`config.mk`:
```
export PLATFORM = sky130hd
export DESIGN_NAME = gcd_ctrl_flat
export DESIGN_NICKNAME = d
export VERILOG_FILES = /design/src/rtl/gcd_ctrl_if.sv /design/src/rtl/gcd_ctrl.sv /design/src/flat_wrapper.sv
export SDC_FILE = /design/constraint.sdc
export NUM_CORES = 1
export LEC_CHECK = 0
export ABC_CLOCK_PERIOD_IN_PS = 3000
export BUFFER_PORTS_ARGS = -buffer_cell sky130_fd_sc_hd__buf_2
export CORE_MARGIN = 2
export CORE_UTILIZATION = 45
export CTS_CLUSTER_SIZE = 30
export DETAILED_ROUTE_END_ITERATION = 8
export MAX_ROUTING_LAYER = met4
export PLACE_DENSITY = 0.77
export SLEW_MARGIN = 20
export SYNTH_ARGS = -nofsm -noshare
export SYNTH_HDL_FRONTEND = slang
export SYNTH_SLANG_ARGS = --single-unit
```
`constraint.sdc`:
```
create_clock -name clk -period 3 [get_ports clk]
set_clock_uncertainty 0.15 [all_clocks]
set_input_delay 0.6 -clock clk [delete_from_list [all_inputs] [get_ports clk]]
set_output_delay 0.6 -clock clk [all_outputs]
set_load 0.02 [all_outputs]
```
`src/rtl/gcd_ctrl_if.sv`:
```
// Handshake and subtractor bundle for the GCD sequencer.
// master: command source, result consumer and subtractor; slave: the controller.
interface gcd_ctrl_if #(
   parameter int unsigned WIDTH  = 32,
   parameter int unsigned ITER_W = 32
);
   logic              in_valid;
   logic              in_ready;
   logic [WIDTH-1:0]  in_a;
   logic [WIDTH-1:0]  in_b;
   logic [WIDTH-1:0]  sub_a;
   logic [WIDTH-1:0]  sub_b;
   logic [WIDTH-1:0]  sub_res;
   logic              out_valid;
   logic              out_ready;
   logic [WIDTH-1:0]  out_gcd;
   logic [ITER_W-1:0] out_iter;
   logic              busy;

   modport master (
      output in_valid, in_a, in_b, sub_res, out_ready,
      input  in_ready, sub_a, sub_b, out_valid, out_gcd, out_iter, busy
   );

   modport slave (
      input  in_valid, in_a, in_b, sub_res, out_ready,
      output in_ready, sub_a, sub_b, out_valid, out_gcd, out_iter, busy
   );
endinterface

```
`src/rtl/gcd_ctrl.sv`:
```
// Subtraction-based Euclid GCD sequencer: accepts an operand pair, steps an external
// subtractor once per cycle and returns the GCD with the number of subtract steps taken.
module gcd_ctrl #(
   parameter int unsigned WIDTH  = 32,
   parameter int unsigned ITER_W = 32
) (
   input  logic      clk,
   input  logic      rst_n,
   gcd_ctrl_if.slave bus
);

   typedef enum logic [1:0] {StIdle, StCalc, StDone} state_e;

   state_e            state_q, state_d;
   logic [WIDTH-1:0]  a_q, a_d;
   logic [WIDTH-1:0]  b_q, b_d;
   logic [WIDTH-1:0]  gcd_q, gcd_d;
   logic [ITER_W-1:0] iter_q, iter_d;
   logic [ITER_W-1:0] out_iter_q, out_iter_d;
   logic [ITER_W-1:0] iter_inc;
   logic [WIDTH-1:0]  sub_a_c;
   logic [WIDTH-1:0]  sub_b_c;

   // Saturating step count: holds at all-ones instead of wrapping.
   assign iter_inc = (iter_q == {ITER_W{1'b1}}) ? iter_q : iter_q + ITER_W'(1);

   always_comb begin
      state_d    = state_q;
      a_d        = a_q;
      b_d        = b_q;
      gcd_d      = gcd_q;
      iter_d     = iter_q;
      out_iter_d = out_iter_q;
      sub_a_c    = '0;
      sub_b_c    = '0;
      case (state_q)
         StIdle: begin
            if (bus.in_valid) begin
               a_d    = bus.in_a;
               b_d    = bus.in_b;
               iter_d = '0;
               if ((bus.in_a == '0) || (bus.in_b == '0)) begin
                  gcd_d      = (bus.in_a == '0) ? bus.in_b : bus.in_a;
                  out_iter_d = '0;
                  state_d    = StDone;
               end else begin
                  state_d = StCalc;
               end
            end
         end
         StCalc: begin
            // Larger operand is always the minuend, so the subtractor never underflows.
            if (a_q > b_q) begin
               sub_a_c = a_q;
               sub_b_c = b_q;
               a_d     = bus.sub_res;
               iter_d  = iter_inc;
            end else if (a_q < b_q) begin
               sub_a_c = b_q;
               sub_b_c = a_q;
               b_d     = bus.sub_res;
               iter_d  = iter_inc;
            end else begin
               gcd_d      = a_q;
               out_iter_d = iter_q;
               state_d    = StDone;
            end
         end
         StDone: begin
            if (bus.out_ready) begin
               state_d = StIdle;
            end
         end
         default: begin
            state_d = StIdle;
         end
      endcase
   end

   always_ff @(posedge clk or negedge rst_n) begin
      if (!rst_n) begin
         state_q    <= StIdle;
         a_q        <= '0;
         b_q        <= '0;
         gcd_q      <= '0;
         iter_q     <= '0;
         out_iter_q <= '0;
      end else begin
         state_q    <= state_d;
         a_q        <= a_d;
         b_q        <= b_d;
         gcd_q      <= gcd_d;
         iter_q     <= iter_d;
         out_iter_q <= out_iter_d;
      end
   end

   assign bus.in_ready  = (state_q == StIdle);
   assign bus.out_valid = (state_q == StDone);
   assign bus.busy      = (state_q != StIdle);
   assign bus.out_gcd   = gcd_q;
   assign bus.out_iter  = out_iter_q;
   assign bus.sub_a     = sub_a_c;
   assign bus.sub_b     = sub_b_c;

endmodule

```
`src/flat_wrapper.sv`:
```
// flat-port wrapper written by rule: the top's interface ports become plain ports
module gcd_ctrl_flat 
#(
   parameter int unsigned WIDTH  = 32,
   parameter int unsigned ITER_W = 32
)
  (clk, rst_n, bus_in_valid, bus_in_a, bus_in_b, bus_sub_res, bus_out_ready, bus_in_ready, bus_sub_a, bus_sub_b, bus_out_valid, bus_out_gcd, bus_out_iter, bus_busy);
  gcd_ctrl_if #(.WIDTH(WIDTH), .ITER_W(ITER_W)) bus_i ();
  input  logic clk;
  input  logic rst_n;
  input wire logic [$bits(bus_i.in_valid)-1:0] bus_in_valid;
  input wire logic [$bits(bus_i.in_a)-1:0] bus_in_a;
  input wire logic [$bits(bus_i.in_b)-1:0] bus_in_b;
  input wire logic [$bits(bus_i.sub_res)-1:0] bus_sub_res;
  input wire logic [$bits(bus_i.out_ready)-1:0] bus_out_ready;
  output wire logic [$bits(bus_i.in_ready)-1:0] bus_in_ready;
  output wire logic [$bits(bus_i.sub_a)-1:0] bus_sub_a;
  output wire logic [$bits(bus_i.sub_b)-1:0] bus_sub_b;
  output wire logic [$bits(bus_i.out_valid)-1:0] bus_out_valid;
  output wire logic [$bits(bus_i.out_gcd)-1:0] bus_out_gcd;
  output wire logic [$bits(bus_i.out_iter)-1:0] bus_out_iter;
  output wire logic [$bits(bus_i.busy)-1:0] bus_busy;
  assign bus_i.in_valid = bus_in_valid;
  assign bus_i.in_a = bus_in_a;
  assign bus_i.in_b = bus_in_b;
  assign bus_i.sub_res = bus_sub_res;
  assign bus_i.out_ready = bus_out_ready;
  assign bus_in_ready = bus_i.in_ready;
  assign bus_sub_a = bus_i.sub_a;
  assign bus_sub_b = bus_i.sub_b;
  assign bus_out_valid = bus_i.out_valid;
  assign bus_out_gcd = bus_i.out_gcd;
  assign bus_out_iter = bus_i.out_iter;
  assign bus_busy = bus_i.busy;
  gcd_ctrl #(.WIDTH(WIDTH), .ITER_W(ITER_W)) u_core (.clk(clk), .rst_n(rst_n), .bus(bus_i));
endmodule
```
-- Word-level counts from Yosys, hierarchy flattened
Index checks and enable logic that the tools add are counted.
- bits in registers: 162
- input bits: 100
- output and inout bits: 131
- logic and storage cells: 66
- add/sub/neg operators: 1
- $lt $le $gt $ge: 2
- equal/unequal tests: 11
- muxes and demuxes: 35
- reductions and logical operators: 11
- operators with widths (cell ; count):
    32-bit two-way mux ; 24
    32-bit one-hot mux with 2 select lines ; 5
    32-bit zero test ; 2
    32-bit by 1-bit adder with 32-bit output (second input constant) ; 1
    32-bit == test (second input constant) ; 1
    32-bit > comparator ; 1
    32-bit < comparator ; 1
    2-bit two-way mux ; 5
    2-bit inequality test (second input constant) ; 4
    4-bit AND reduction ; 2
    2-bit by 1-bit inequality test with 1-bit output (second input constant) ; 3
    2-bit one-hot mux with 3 select lines ; 1
    3-bit AND reduction ; 2
    5-bit AND reduction ; 1
    2-bit nonzero test ; 2
    3-bit by 1-bit inequality test with 1-bit output (second input constant) ; 1
    2-bit by 1-bit == test with 1-bit output (second input constant) ; 1
    2-bit == test (second input constant) ; 1
    2-bit zero test ; 1
    1-bit logical OR ; 1

-- Longest topological paths before layout
Gate-level depths: netlist of the first run.
- depth in word-level cells: 5
- mapped depth: 11

-- Worst setup path before layout of the first run
Ideal clock, no wire load.
- path type: flip-flop to output port
- start: register u_core.a_q[30]
- end: output port bus_sub_b[20]
- data arrival time: 2.694 ns
- data required time: 2.250 ns
- slack: -0.444 ns
- cell stages (with the launch flop): 10
- cells stage by stage: dfrtp_1 ha_1 nand4_1 nor4_1 o31ai_1 a211o_1 clkbuf_1 clkbuf_1 buf_1 o22ai_1
- word-level cells in the longest chain between the ends: 4
- elaborated cells between the ends (all ways): 5
- classes of those cells: 2 x order compare; 3 x mux
- ends and longest elaborated chain (item ; RTL line ; text):
    start: declaration ; gcd_ctrl.sv:15 ; logic [WIDTH-1:0] a_q, a_d;
    start signal: assignment ; gcd_ctrl.sv:83 ; a_q <= '0;
    start signal: assignment ; gcd_ctrl.sv:90 ; a_q <= a_d;
    32-bit < comparator ; gcd_ctrl.sv:58 ; end else if (a_q < b_q) begin
    32-bit two-way mux ; gcd_ctrl.sv:58 ;
    32-bit two-way mux * ; gcd_ctrl.sv:53 ; if (a_q > b_q) begin
    32-bit two-way mux * ; gcd_ctrl.sv:36 ; case (state_q)
    end: declaration ; flat_wrapper.sv:18 ; output wire logic [$bits(bus_i.sub_b)-1:0] bus_sub_b;
Mark *: on every way between the ends. The rest lies on a longest branch, timed or not.

-- Worst setup path after layout of the first run
- start: register u_core.a_q[10]
- end: output port bus_sub_a[21]
- word-level cells in the longest chain between the ends: 4
- elaborated cells between the ends (all ways): 5
- classes of those cells: 2 x order compare; 3 x mux
- ends and longest elaborated chain (item ; RTL line ; text):
    32-bit < comparator ; gcd_ctrl.sv:58 ;
    32-bit two-way mux ; gcd_ctrl.sv:58 ;
    32-bit two-way mux * ; gcd_ctrl.sv:53 ;
    32-bit two-way mux * ; gcd_ctrl.sv:36 ;
    end: declaration ; flat_wrapper.sv:17 ; output wire logic [$bits(bus_i.sub_a)-1:0] bus_sub_a;
Marked as above.

==> results by group, run 1 <==
Setup path
  • Crit path from: u_core.a_q[10]
  • Cell depth of the worst setup path: 9
  • Crit Path Max Fanout: 17
  • Reg-to-Reg Start: u_core.a_q[5]
  • Crit-path leading delay family: compound AO/OA/AOI/OAI gates
  • Element type at the critical path end: primary output
  • Worst path required time: 2.25 ns
  • Crit path largest cell delay: 0.47 ns
  • Reg2reg setup slack: -0.33 ns
  • Worst endpoint data arrival time: 2.98 ns
  • Setup crit end: bus_sub_a[21]
  • Worst R2R Path Depth: 11
  • Worst Path Class, Setup: reg2out
  • Worst path bufs/invs: 2
  • Max stage delay cell, worst path: a211o_4
  • Critical R2R Capture: u_core.iter_q[16]
  • Ordered cell list for the critical path: ha_1, nand4_1, nor3_2, a21boi_4, o31ai_4, a211o_4, buf_12, o22ai_4, buf_6
  • Startpoint types: register

Floorplan
  • I/O pin total: 231
  • Full die area: 0.02138 mm²
  • Die width: 146.2 µm
  • Num rows: 52
  • CORE AREA: 0.02004 mm²
  • Height of the die: 146.2 µm
  • Initial core utilization: 45.43%

Synthesis
  • Top_reg_cell synth: dfrtp_1
  • Synth top area share: 44.53%
  • Synth Instances: 989
  • #FFs+latches synth: 162
  • Share of synthesized registers carrying an async set or reset: 100.0%
  • Area contributors post-synth: dfrtp_1 45%, o22ai_1 8.9%, ha_1 4.5%, a21oi_1 4.5%, inv_1 4.2%
  • Syn Area/Cell: 9.205 µm²
  • Syn_nets: 1122
  • Count leader, synth: dfrtp_1
  • Yosys warning count: 0
  • Seq/Total Area, Yosys: 44.53%
  • Post-synth top area cell: dfrtp_1
  • Synth cell count leaders: 162 x dfrtp_1, 129 x o22ai_1, 101 x inv_1, 88 x nand2_1, 82 x a21oi_1
  • Synthesized area: 0.009104 mm²
  • Post-synth EDFFs: 0
  • Count of cell types in the netlist: 45

Route
  • Total number of vias: 9941
  • Starting DRT DRC Count: 850
  • # DRC: 0
  • Via density: 6.205
  • Initial DRT Pass Iterations: 5
  • Avg WL per Cell: 21.50 µm
  • Final wirelength: 34450 µm
  • Routed Antenna Nets: 0

Clock network
  • Cts bufs inserted: 17
  • CTS HTree Levels: 4
  • CTS clk-pin slew, worst paths: 0.07 ns
  • Clk Latency, worst-skew pair: 0.44 ns
  • Clock Path Buffers: 2
  • CTS tree: built
  • Clk Tree Root Cell: clkbuf_16
  • CTS sink cnt: 162
  • Hold Buf Count CTS: 0

Power and ir drop
  • Flop pwr share: 15.8%
  • Power density cells: 1451 mW/mm²
  • Pint: 11520 µW
  • Leak Pwr: 0.006570 µW
  • Clock Power Share: 10.6%
  • Combinational power share: 73.6%
  • Switching share of power: 45.50%
  • Sw power: 9618 µW
  • Overall power: 21140 µW
  • Worst vdd ir: 1.322 mV

Layout
  • Non-Filler Instances: 1602
  • Share of layout cells above drive strength 1: 45.47%
  • Area grow syn2layout: 60.01%
  • Fillers: 1322
  • Final #Nets: 1447

Global routing
  • Gr usage total: 29.24%
  • First-pass GRT wire length: 49020 µm
  • Initial antenna violation count: 8
  • Gr ovfl total: 0
  • Vias in the first global route: 9404
  • Pin count of the biggest net entering global routing: 74

Timing
  • FMAX: 268.2 MHz
  • Final TNS setup: -62.69 ns
  • PnR worst setup slack: -0.7287 ns
  • Final min period: 3.729 ns
  • Slew Viols, Final: 0
  • Unrepaired setup endpoints after global routing: true
  • Relative slew margins: 49.38%
  • Final period utilization: 124.3%
  • Hold slack: 0.01919 ns
  • Final Hold Vio Count: 0
  • Final setup fails: 159
  • Least-Margin Pin Slew: 0.7594 ns

Outcome
  • Status: finished with violations
  • Violated checks: setup timing

Placed design
  • DP Worst Slack: -0.3005 ns
  • Port Buf Inserts: 230
  • Dpl cells: 1520
  • GPL Wtd Cong: 0.9010
  • Hpwl dp: 21200 µm

Worst hold path
  • Worst min-delay path class: in2async

Run
  • Max cap viols: 0
[final cells by class]
type	count	area [µm²]	share of cell area (%)
diodes	8	20.02	0.1374
inverters	101	379.1	2.603
repair buffers	379	3178	21.82
clock buffers	17	425.4	2.920
multi-input cells	653	6016	41.30
clock inverters	12	156.4	1.074
flip-flops and latches	162	4054	27.83
well taps	270	337.8	2.319
[worst min-delay path by stage]
stage,start,end,slack [ns],depth (start not counted)
3_5_place_dp,u_core.bus.out_gcd[13],u_core.bus.out_gcd[13],0.32,1
6_report,rst_n,u_core.bus.out_gcd[6],0.02,1
5_1_grt,rst_n,u_core.bus.out_gcd[6],0.07,1
2_1_floorplan,rst_n,u_core.a_q[0],0.15,0
4_1_cts,rst_n,u_core.bus.out_gcd[7],0.05,1
3_3_place_gp,u_core.bus.out_gcd[13],u_core.bus.out_gcd[13],0.32,1
[metal layers]
metal	track usage, %	vias up	routed length, µm	part of all wire, %
li1	-	4370	-	-
met1	37.38	4876	13520	39
met2	46.75	580	17040	49
met3	5.125	115	2456	7.1
met4	11.17	0	1430	4.2
met5	-	-	0	0
[registers in the layout, summed over array words and instances (netlist names)]
| register | cells |
|---|---|
| u_core.a_q | 32 |
| u_core.b_q | 32 |
| u_core.bus.out_gcd | 32 |
| u_core.bus.out_iter | 32 |
| u_core.iter_q | 32 |
| u_core.state_q | 2 |
[per-stage QoR]
step / util [%] / instance area, µm²
final: 72.69 / 14570
after detailed placement: 61.38 / 12300
after global placement: 61.38 / 12300
after global routing: 72.69 / 14570
after floorplan: - / 10220
after CTS: 67.91 / 13610
[worst reg2reg max path, stage by stage (launching register included)]
cell	delay, ns
dfrtp_1	0.44
ha_4	0.25
a21oi_2	0.16
o21a_1	0.23
o22ai_4	0.12
buf_4	0.15
buf_6	0.10
or3_4	0.41
o2111a_2	0.28
or3_4	0.43
buf_12	0.18
o41ai_4	0.32
[placed cells by master, fill, tap and decap left out, drive strengths merged, types with 4 or more instances in the layout]
| cell type | netlist | final |
|---|---|---|
| dfrtp | 162 | 162 |
| nor3 | 5 | 5 |
| mux2 | 33 | 33 |
| nand4 | 17 | 17 |
| a31oi | 33 | 33 |
| o22ai | 129 | 129 |
| buf | 15 | 371 |
| a211oi | 33 | 33 |
| clkbuf | 59 | 24 |
| nor2 | 11 | 11 |
| a21oi | 82 | 82 |
| ha | 33 | 33 |
| clkinv | 0 | 4 |
| o31ai | 21 | 21 |
| o41ai | 13 | 13 |
| o21ai | 53 | 53 |
| inv | 101 | 105 |
| mux2i | 31 | 31 |
| nor4 | 19 | 19 |
| diode | 0 | 8 |
| nand2 | 88 | 88 |
| and3 | 7 | 7 |
| nand3 | 17 | 17 |
[power by group through the flow]
stage               clock network [µW]  registers (µW)  logic, µW
detailed placement                   0            3300      12100
floorplan                            0            3510       8340
CTS                               2250            3280      13800
global route                      2350            3390      16300
global placement                     0            3270      11900
finish                            2240            3340      15600
[what timing repair did]
action / 4_1_cts / 5_1_grt
resized for setup: 131 / 130
cloned: 5 / 10
pin swaps: 10 / 15
endpoints found under the setup margin: 148 / 185
setup buffers: 17 / 18
[logic make-up after synthesis]
| logic type | Yosys count | share of synthesized area [%] |
|---|---|---|
| compound gates | 377 | 26.31 |
| fa+ha+maj | 33 | 4.536 |
| buf+inv | 175 | 7.751 |
| flops | 162 | 44.53 |
| mux | 64 | 7.490 |
| simple gates | 178 | 9.387 |
Note: power is estimated with default switching activity, not from simulation.
==> run 2, diff against run 1 <==
--- a/config.mk
+++ b/config.mk
@@ -13,6 +13,8 @@
 export DETAILED_ROUTE_END_ITERATION = 8
 export MAX_ROUTING_LAYER = met4
 export PLACE_DENSITY = 0.77
+export RECOVER_POWER = 100
+export SETUP_SLACK_MARGIN = 0.02
 export SLEW_MARGIN = 20
 export SYNTH_ARGS = -nofsm -noshare
 export SYNTH_HDL_FRONTEND = slang
==> run 2 against run 1 <==
The flow finishes with violations (capacitance limit, slew limit, setup timing). Critical path depth stayed put. First-iteration DRC count decreased by 9.2%. Total power is 0.43% lower. Wire length fell by 0.22%. Setup slack better by 0.0045 ns. Sequential share of layout area rose by 0.24 points. Design area shrank 0.84%. Non-clock buffer count unchanged. Sequential power about the same. Core utilization is 0.61 points lower. Maximum frequency up 0.12%. Clock power about the same. Highest routed layer unchanged.
==> results by group, run 2 (same netlist as run 1, synthesis figures left out) <==
Route
  • # DRC: 0
  • Initial DRT Pass Iterations: 6
  • Avg WL per Cell: 21.46 µm
  • Total number of vias: 9890
  • Via density: 6.174
  • Final wirelength: 34370 µm
  • Routed Antenna Nets: 0
  • Starting DRT DRC Count: 772

Setup path
  • Worst endpoint data arrival time: 2.97 ns
  • Crit Path Max Fanout: 21
  • Worst Path Class, Setup: reg2out
  • Element type at the critical path end: primary output
  • Startpoint types: register
  • Worst path required time: 2.25 ns
  • Reg2reg setup slack: -0.34 ns

Global routing
  • First-pass GRT wire length: 49020 µm
  • Initial antenna violation count: 8
  • Pin count of the biggest net entering global routing: 74
  • Gr ovfl total: 0
  • Vias in the first global route: 9404
  • Gr usage total: 29.24%

Layout
  • Area grow syn2layout: 58.66%
  • Share of layout cells above drive strength 1: 40.33%
  • Most frequent cells in the layout: 162 x dfrtp_1, 107 x buf_4, 100 x buf_2
  • Fin util: 72.08%
  • Final #Nets: 1447
  • Fin area: 0.01444 mm²
  • Most common cell after layout, fill and taps aside: dfrtp_1

Placed design
  • Placed Area: 0.01230 mm²
  • Port Buf Inserts: 230
  • GPL Wtd Cong: 0.9010
  • Hpwl dp: 21200 µm

Clock network
  • Hold Buf Count CTS: 0
  • Cts bufs inserted: 17
  • Clock Path Buffers: 2
  • Clk Tree Root Cell: clkbuf_16
  • CTS clk-pin slew, worst paths: 0.07 ns
  • Clk Latency, worst-skew pair: 0.44 ns
  • CTS sink cnt: 162
  • CTS tree: built
  • CTS HTree Levels: 4

Timing
  • Final TNS setup: -61.89 ns
  • Unrepaired setup endpoints after global routing: true
  • Final setup fails: 159
  • Final min period: 3.724 ns
  • PnR worst setup slack: -0.7242 ns
  • Final period utilization: 124.1%
  • FMAX: 268.5 MHz
  • Least-Margin Pin Slew: 1.864 ns
  • Hold slack: 0.3270 ns
  • Relative slew margins: -24.29%
  • Slew Viols, Final: 70
  • Final Hold Vio Count: 0

Power and ir drop
  • Overall power: 21050 µW
  • Leak Pwr: 0.006326 µW
  • Power density cells: 1457 mW/mm²
  • Worst vdd ir: 1.322 mV

Floorplan
  • I/O pin total: 231
  • Full die area: 0.02138 mm²
  • CORE AREA: 0.02004 mm²
  • Height of the die: 146.2 µm
  • Num rows: 52
  • Initial core utilization: 45.43%
  • Die width: 146.2 µm

Worst hold path
  • Worst min-delay path class: in2reg

Outcome
  • Status: finished with violations
  • Violated checks: capacitance limit, slew limit, setup timing

Run
  • Max cap viols: 1
-- run 2: changes by cell type in the layout (fill, tap and decap cells not counted) --
cell | previous run | this run
clkbuf_1 | 0 | 68
buf_2 | 166 | 100
buf_4 | 110 | 107
clkbuf_2 | 0 | 3
buf_12 | 20 | 19
buf_6 | 70 | 69
o31ai_2 | 11 | 12
o31ai_4 | 6 | 5
-- run 2: final timing paths --
check | startpoint | to | cells after the start
worst max-delay path | u_core.a_q[10] | bus_sub_b[3] | 9
worst min-delay path | bus_in_a[5] | u_core.a_q[5] | 3
worst max register to register | u_core.a_q[5] | u_core.iter_q[16] | 11
worst min register to register | u_core.bus.out_gcd[17] | u_core.bus.out_gcd[17] | 1
max in group asynchronous | rst_n | u_core.b_q[28] | 2
min in group asynchronous | rst_n | u_core.bus.out_gcd[6] | 1
-- run 2: where the power goes --
part / total, µW / internal (µW) / switching [µW]
sequential: 3340 / 2900 / 445
combinational: 15500 / 7240 / 8230
clock: 2240 / 1300 / 934
-- run 2: repair_timing --
action / 4_1_cts / 5_1_grt
resized for setup: 131 / 129
pin swaps: 10 / 15
endpoints found under the setup margin: 156 / 188
buffers inserted: 17 / 18
gates cloned: 5 / 10
-- run 2: final cells by class --
| class | instances | area (µm²) |
|---|---|---|
| inverter | 101 | 379.1 |
| tap | 270 | 337.8 |
| clock buffer | 17 | 425.4 |
| timing repair buffer | 379 | 3064 |
| fill | 1379 | 5595 |
| multi-input combinational | 653 | 6007 |
| sequential | 162 | 4054 |
| clock inverter | 12 | 156.4 |
| antenna | 8 | 20.02 |
-- run 2: critical path, stage by stage (launching register included) --
cell and delay, ns:
dfrtp_1 0.39, ha_1 0.31, nand4_1 0.16, nor3_2 0.28, a21boi_4 0.25, o31ai_4 0.10, a211o_4 0.47, buf_12 0.23
o22ai_4 0.17, buf_6 0.14
-- run 2: metrics by stage --
step	cells	worst slack [ns]
floorplan	989	-0.08692
detailed placement	1520	-0.3005
finish	1602	-0.7242
global route	1602	-0.7970
CTS	1569	-0.7035
global placement	1520	-0.2942
-- run 2: routing by layer --
metal / vias up / GRT usage, % / wire length (µm) / part of all wire [%]
li1: 4363 / - / - / -
met4: 0 / 11.17 / 1438 / 4.2
met2: 562 / 46.75 / 17050 / 50
met3: 109 / 5.125 / 2535 / 7.4
met5: - / - / 0 / 0
met1: 4856 / 37.38 / 13350 / 39
==> run 3, diff against run 2 <==
--- a/config.mk
+++ b/config.mk
@@ -5,14 +5,14 @@
 export SDC_FILE = /design/constraint.sdc
 export NUM_CORES = 1
 export LEC_CHECK = 0
-export ABC_CLOCK_PERIOD_IN_PS = 3000
+export ABC_CLOCK_PERIOD_IN_PS = 3950
 export BUFFER_PORTS_ARGS = -buffer_cell sky130_fd_sc_hd__buf_2
 export CORE_MARGIN = 2
 export CORE_UTILIZATION = 45
 export CTS_CLUSTER_SIZE = 30
 export DETAILED_ROUTE_END_ITERATION = 8
 export MAX_ROUTING_LAYER = met4
-export PLACE_DENSITY = 0.77
+export PLACE_DENSITY = 0.74
 export RECOVER_POWER = 100
 export SETUP_SLACK_MARGIN = 0.02
 export SLEW_MARGIN = 20
==> constraint.sdc (replaced) <==
create_clock -name clk -period 3.95 [get_ports clk]
set_clock_uncertainty 0.15 [all_clocks]
set_input_delay 0.79 -clock clk [delete_from_list [all_inputs] [get_ports clk]]
set_output_delay 0.79 -clock clk [all_outputs]
set_load 0.02 [all_outputs]
==> run 3 against run 2 <==
The run still ends with capacitance limit, slew limit, setup timing left. Sequential share of layout area up 4.9 points. Sequential power down 25%. Critical path depth up 1. Die area unchanged. Hold slack better by 0.018 ns. Cell count down 5.8%. Combinational power down 42%. Clock power down 26%. Sequential cell count unchanged. First-iteration DRC count up 4.0%. Critical path type unchanged. Critical endpoint is now bus_sub_a[4]. Largest cell class unchanged.
==> results by group, run 3 (same netlist as run 1, synthesis figures left out) <==
Timing
  • Slew Viols, Final: 82
  • Relative slew margins: -40.03%
  • Least-Margin Pin Slew: 2.100 ns
  • FMAX: 249.7 MHz
  • Final setup fails: 4
  • Final period utilization: 101.4%
  • Final min period: 4.005 ns
  • Unrepaired setup endpoints after global routing: true
  • PnR worst setup slack: -0.05465 ns
  • Final Hold Vio Count: 0

Clock network
  • CTS HTree Levels: 4
  • Cts bufs inserted: 17
  • Clk Tree Root Cell: clkbuf_16
  • CTS tree: built
  • Clk Latency, worst-skew pair: 0.44 ns
  • CTS clk-pin slew, worst paths: 0.07 ns
  • CTS sink cnt: 162
  • Clock Path Buffers: 2

Floorplan
  • Height of the die: 146.2 µm
  • Die width: 146.2 µm
  • I/O pin total: 231
  • Initial core utilization: 45.43%
  • CORE AREA: 0.02004 mm²
  • Full die area: 0.02138 mm²
  • Num rows: 52

Power and ir drop
  • Worst vdd ir: 0.7676 mV
  • Switching share of power: 47.14%
  • Leak Pwr: 0.005328 µW
  • Sw power: 6178 µW
  • Pint: 6927 µW
  • Combinational power share: 68.4%
  • Clock Power Share: 12.6%
  • Flop pwr share: 19.0%
  • Power density cells: 1064 mW/mm²

Global routing
  • Vias in the first global route: 8662
  • Gr usage total: 26.68%
  • Gr ovfl total: 0
  • First-pass GRT wire length: 44900 µm
  • Initial antenna violation count: 4
  • Pin count of the biggest net entering global routing: 97

Setup path
  • Worst Path Class, Setup: reg2out
  • Startpoint types: register
  • Crit path from: u_core.b_q[4]
  • Element type at the critical path end: primary output
  • Reg-to-Reg Start: u_core.b_q[31]
  • Critical R2R Capture: u_core.bus.out_gcd[4]
  • Worst R2R Path Depth: 10
  • Crit Path Max Fanout: 7
  • Worst endpoint data arrival time: 3.06 ns
  • Reg2reg setup slack: 0.53 ns
  • Setup crit end: bus_sub_a[4]
  • Worst path required time: 3.01 ns

Layout
  • Area grow syn2layout: 35.28%
  • Area of the multi-input gates: 0.004938 mm²
  • Storage cell area: 0.004054 mm²
  • Most common cell after layout, fill and taps aside: dfrtp_1
  • Final #Nets: 1355
  • Share of layout cells above drive strength 1: 30.93%
  • Fin area: 0.01232 mm²
  • Fillers: 1668
  • Most frequent cells in the layout: 162 x dfrtp_1, 101 x buf_2, 87 x inv_1, 87 x nand2_1, 80 x o22ai_1

Outcome
  • Violated checks: capacitance limit, slew limit, setup timing
  • Status: finished with violations

Route
  • Routed Antenna Nets: 0
  • Initial DRT Pass Iterations: 6
  • Total number of vias: 9284
  • Avg WL per Cell: 19.95 µm
  • # DRC: 0
  • Via density: 6.152
  • Final wirelength: 30110 µm
  • Starting DRT DRC Count: 803

Run
  • Max cap viols: 1

Placed design
  • GPL Wtd Cong: 0.8576
  • Hpwl dp: 19630 µm
  • Placed Area: 0.01066 mm²
  • Port Buf Inserts: 230
  • DP Worst Slack: 0.2003 ns

Worst hold path
  • Origin of the worst min-delay path: u_core.bus.out_gcd[13]
  • Worst min-delay path class: reg2reg
## run 3: critical path, cell delays in order (launching register included)
cell and delay [ns]:
dfrtp_1 0.33, inv_1 0.11, ha_1 0.32, nand4_1 0.16, nor3_2 0.29, a21boi_2 0.26
o31ai_4 0.12, a211o_4 0.43, clkbuf_16 0.20, o22ai_2 0.23, buf_6 0.16
## run 3: power groups by stage
stage | clock [µW] | sequential [µW] | combinational, µW
after floorplan | 0 | 2630 | 4410
after global placement | 0 | 2470 | 6620
after detailed placement | 0 | 2480 | 6730
after CTS | 1660 | 2460 | 6940
after global routing | 1730 | 2550 | 9540
final | 1650 | 2490 | 8970
## run 3: worst min path at each step
stage,to,slack (ns),cells past startpoint
after global placement,u_core.bus.out_gcd[13],0.32,1
after floorplan,u_core.iter_q[16],0.32,1
after global routing,u_core.bus.out_gcd[5],0.38,1
final,u_core.bus.out_gcd[13],0.34,1
after detailed placement,u_core.bus.out_gcd[13],0.32,1
after CTS,u_core.b_q[6],0.27,1
## run 3: layout make-up
cell class | count | share of cell area, %
antenna | 4 | 0.08128
timing repair buffer | 286 | 16.38
sequential | 162 | 32.92
multi-input combinational | 654 | 40.10
inverter | 101 | 3.078
clock inverter | 12 | 0.9956
tap | 270 | 2.743
clock buffer | 20 | 3.708
## run 3: repair_timing
action / 4_1_cts / 5_1_grt
buffers inserted: 5 / 13
gates resized for setup: 16 / 187
hold buffers: 0 / 0
pin swaps: 3 / 14
endpoints found under the setup margin: 63 / 63
cloned: 1 / 7
## run 3: stage by stage
step / utilization [%] / hold slack [ns] / std cells / power [µW] / setup TNS [ns]
CTS: 56.68 / 0.2749 / 1485 / 11060 / 0
global route: 61.46 / 0.3750 / 1509 / 13820 / -3.831
global placement: 53.20 / 0.3249 / 1447 / 9084 / 0
floorplan: - / 0.3185 / 989 / 7041 / 0
finish: 61.46 / 0.3450 / 1509 / 13100 / -0.06831
detailed placement: 53.20 / 0.3201 / 1447 / 9211 / 0
## run 3: routing by layer
layer / share of wire [%] / vias to the layer above / track usage, %
met5: 0 / - / -
met1: 42 / 4438 / 35.62
met4: 3.5 / 0 / 9.272
met2: 47 / 569 / 41.37
met3: 8.0 / 89 / 4.594
li1: - / 4188 / -
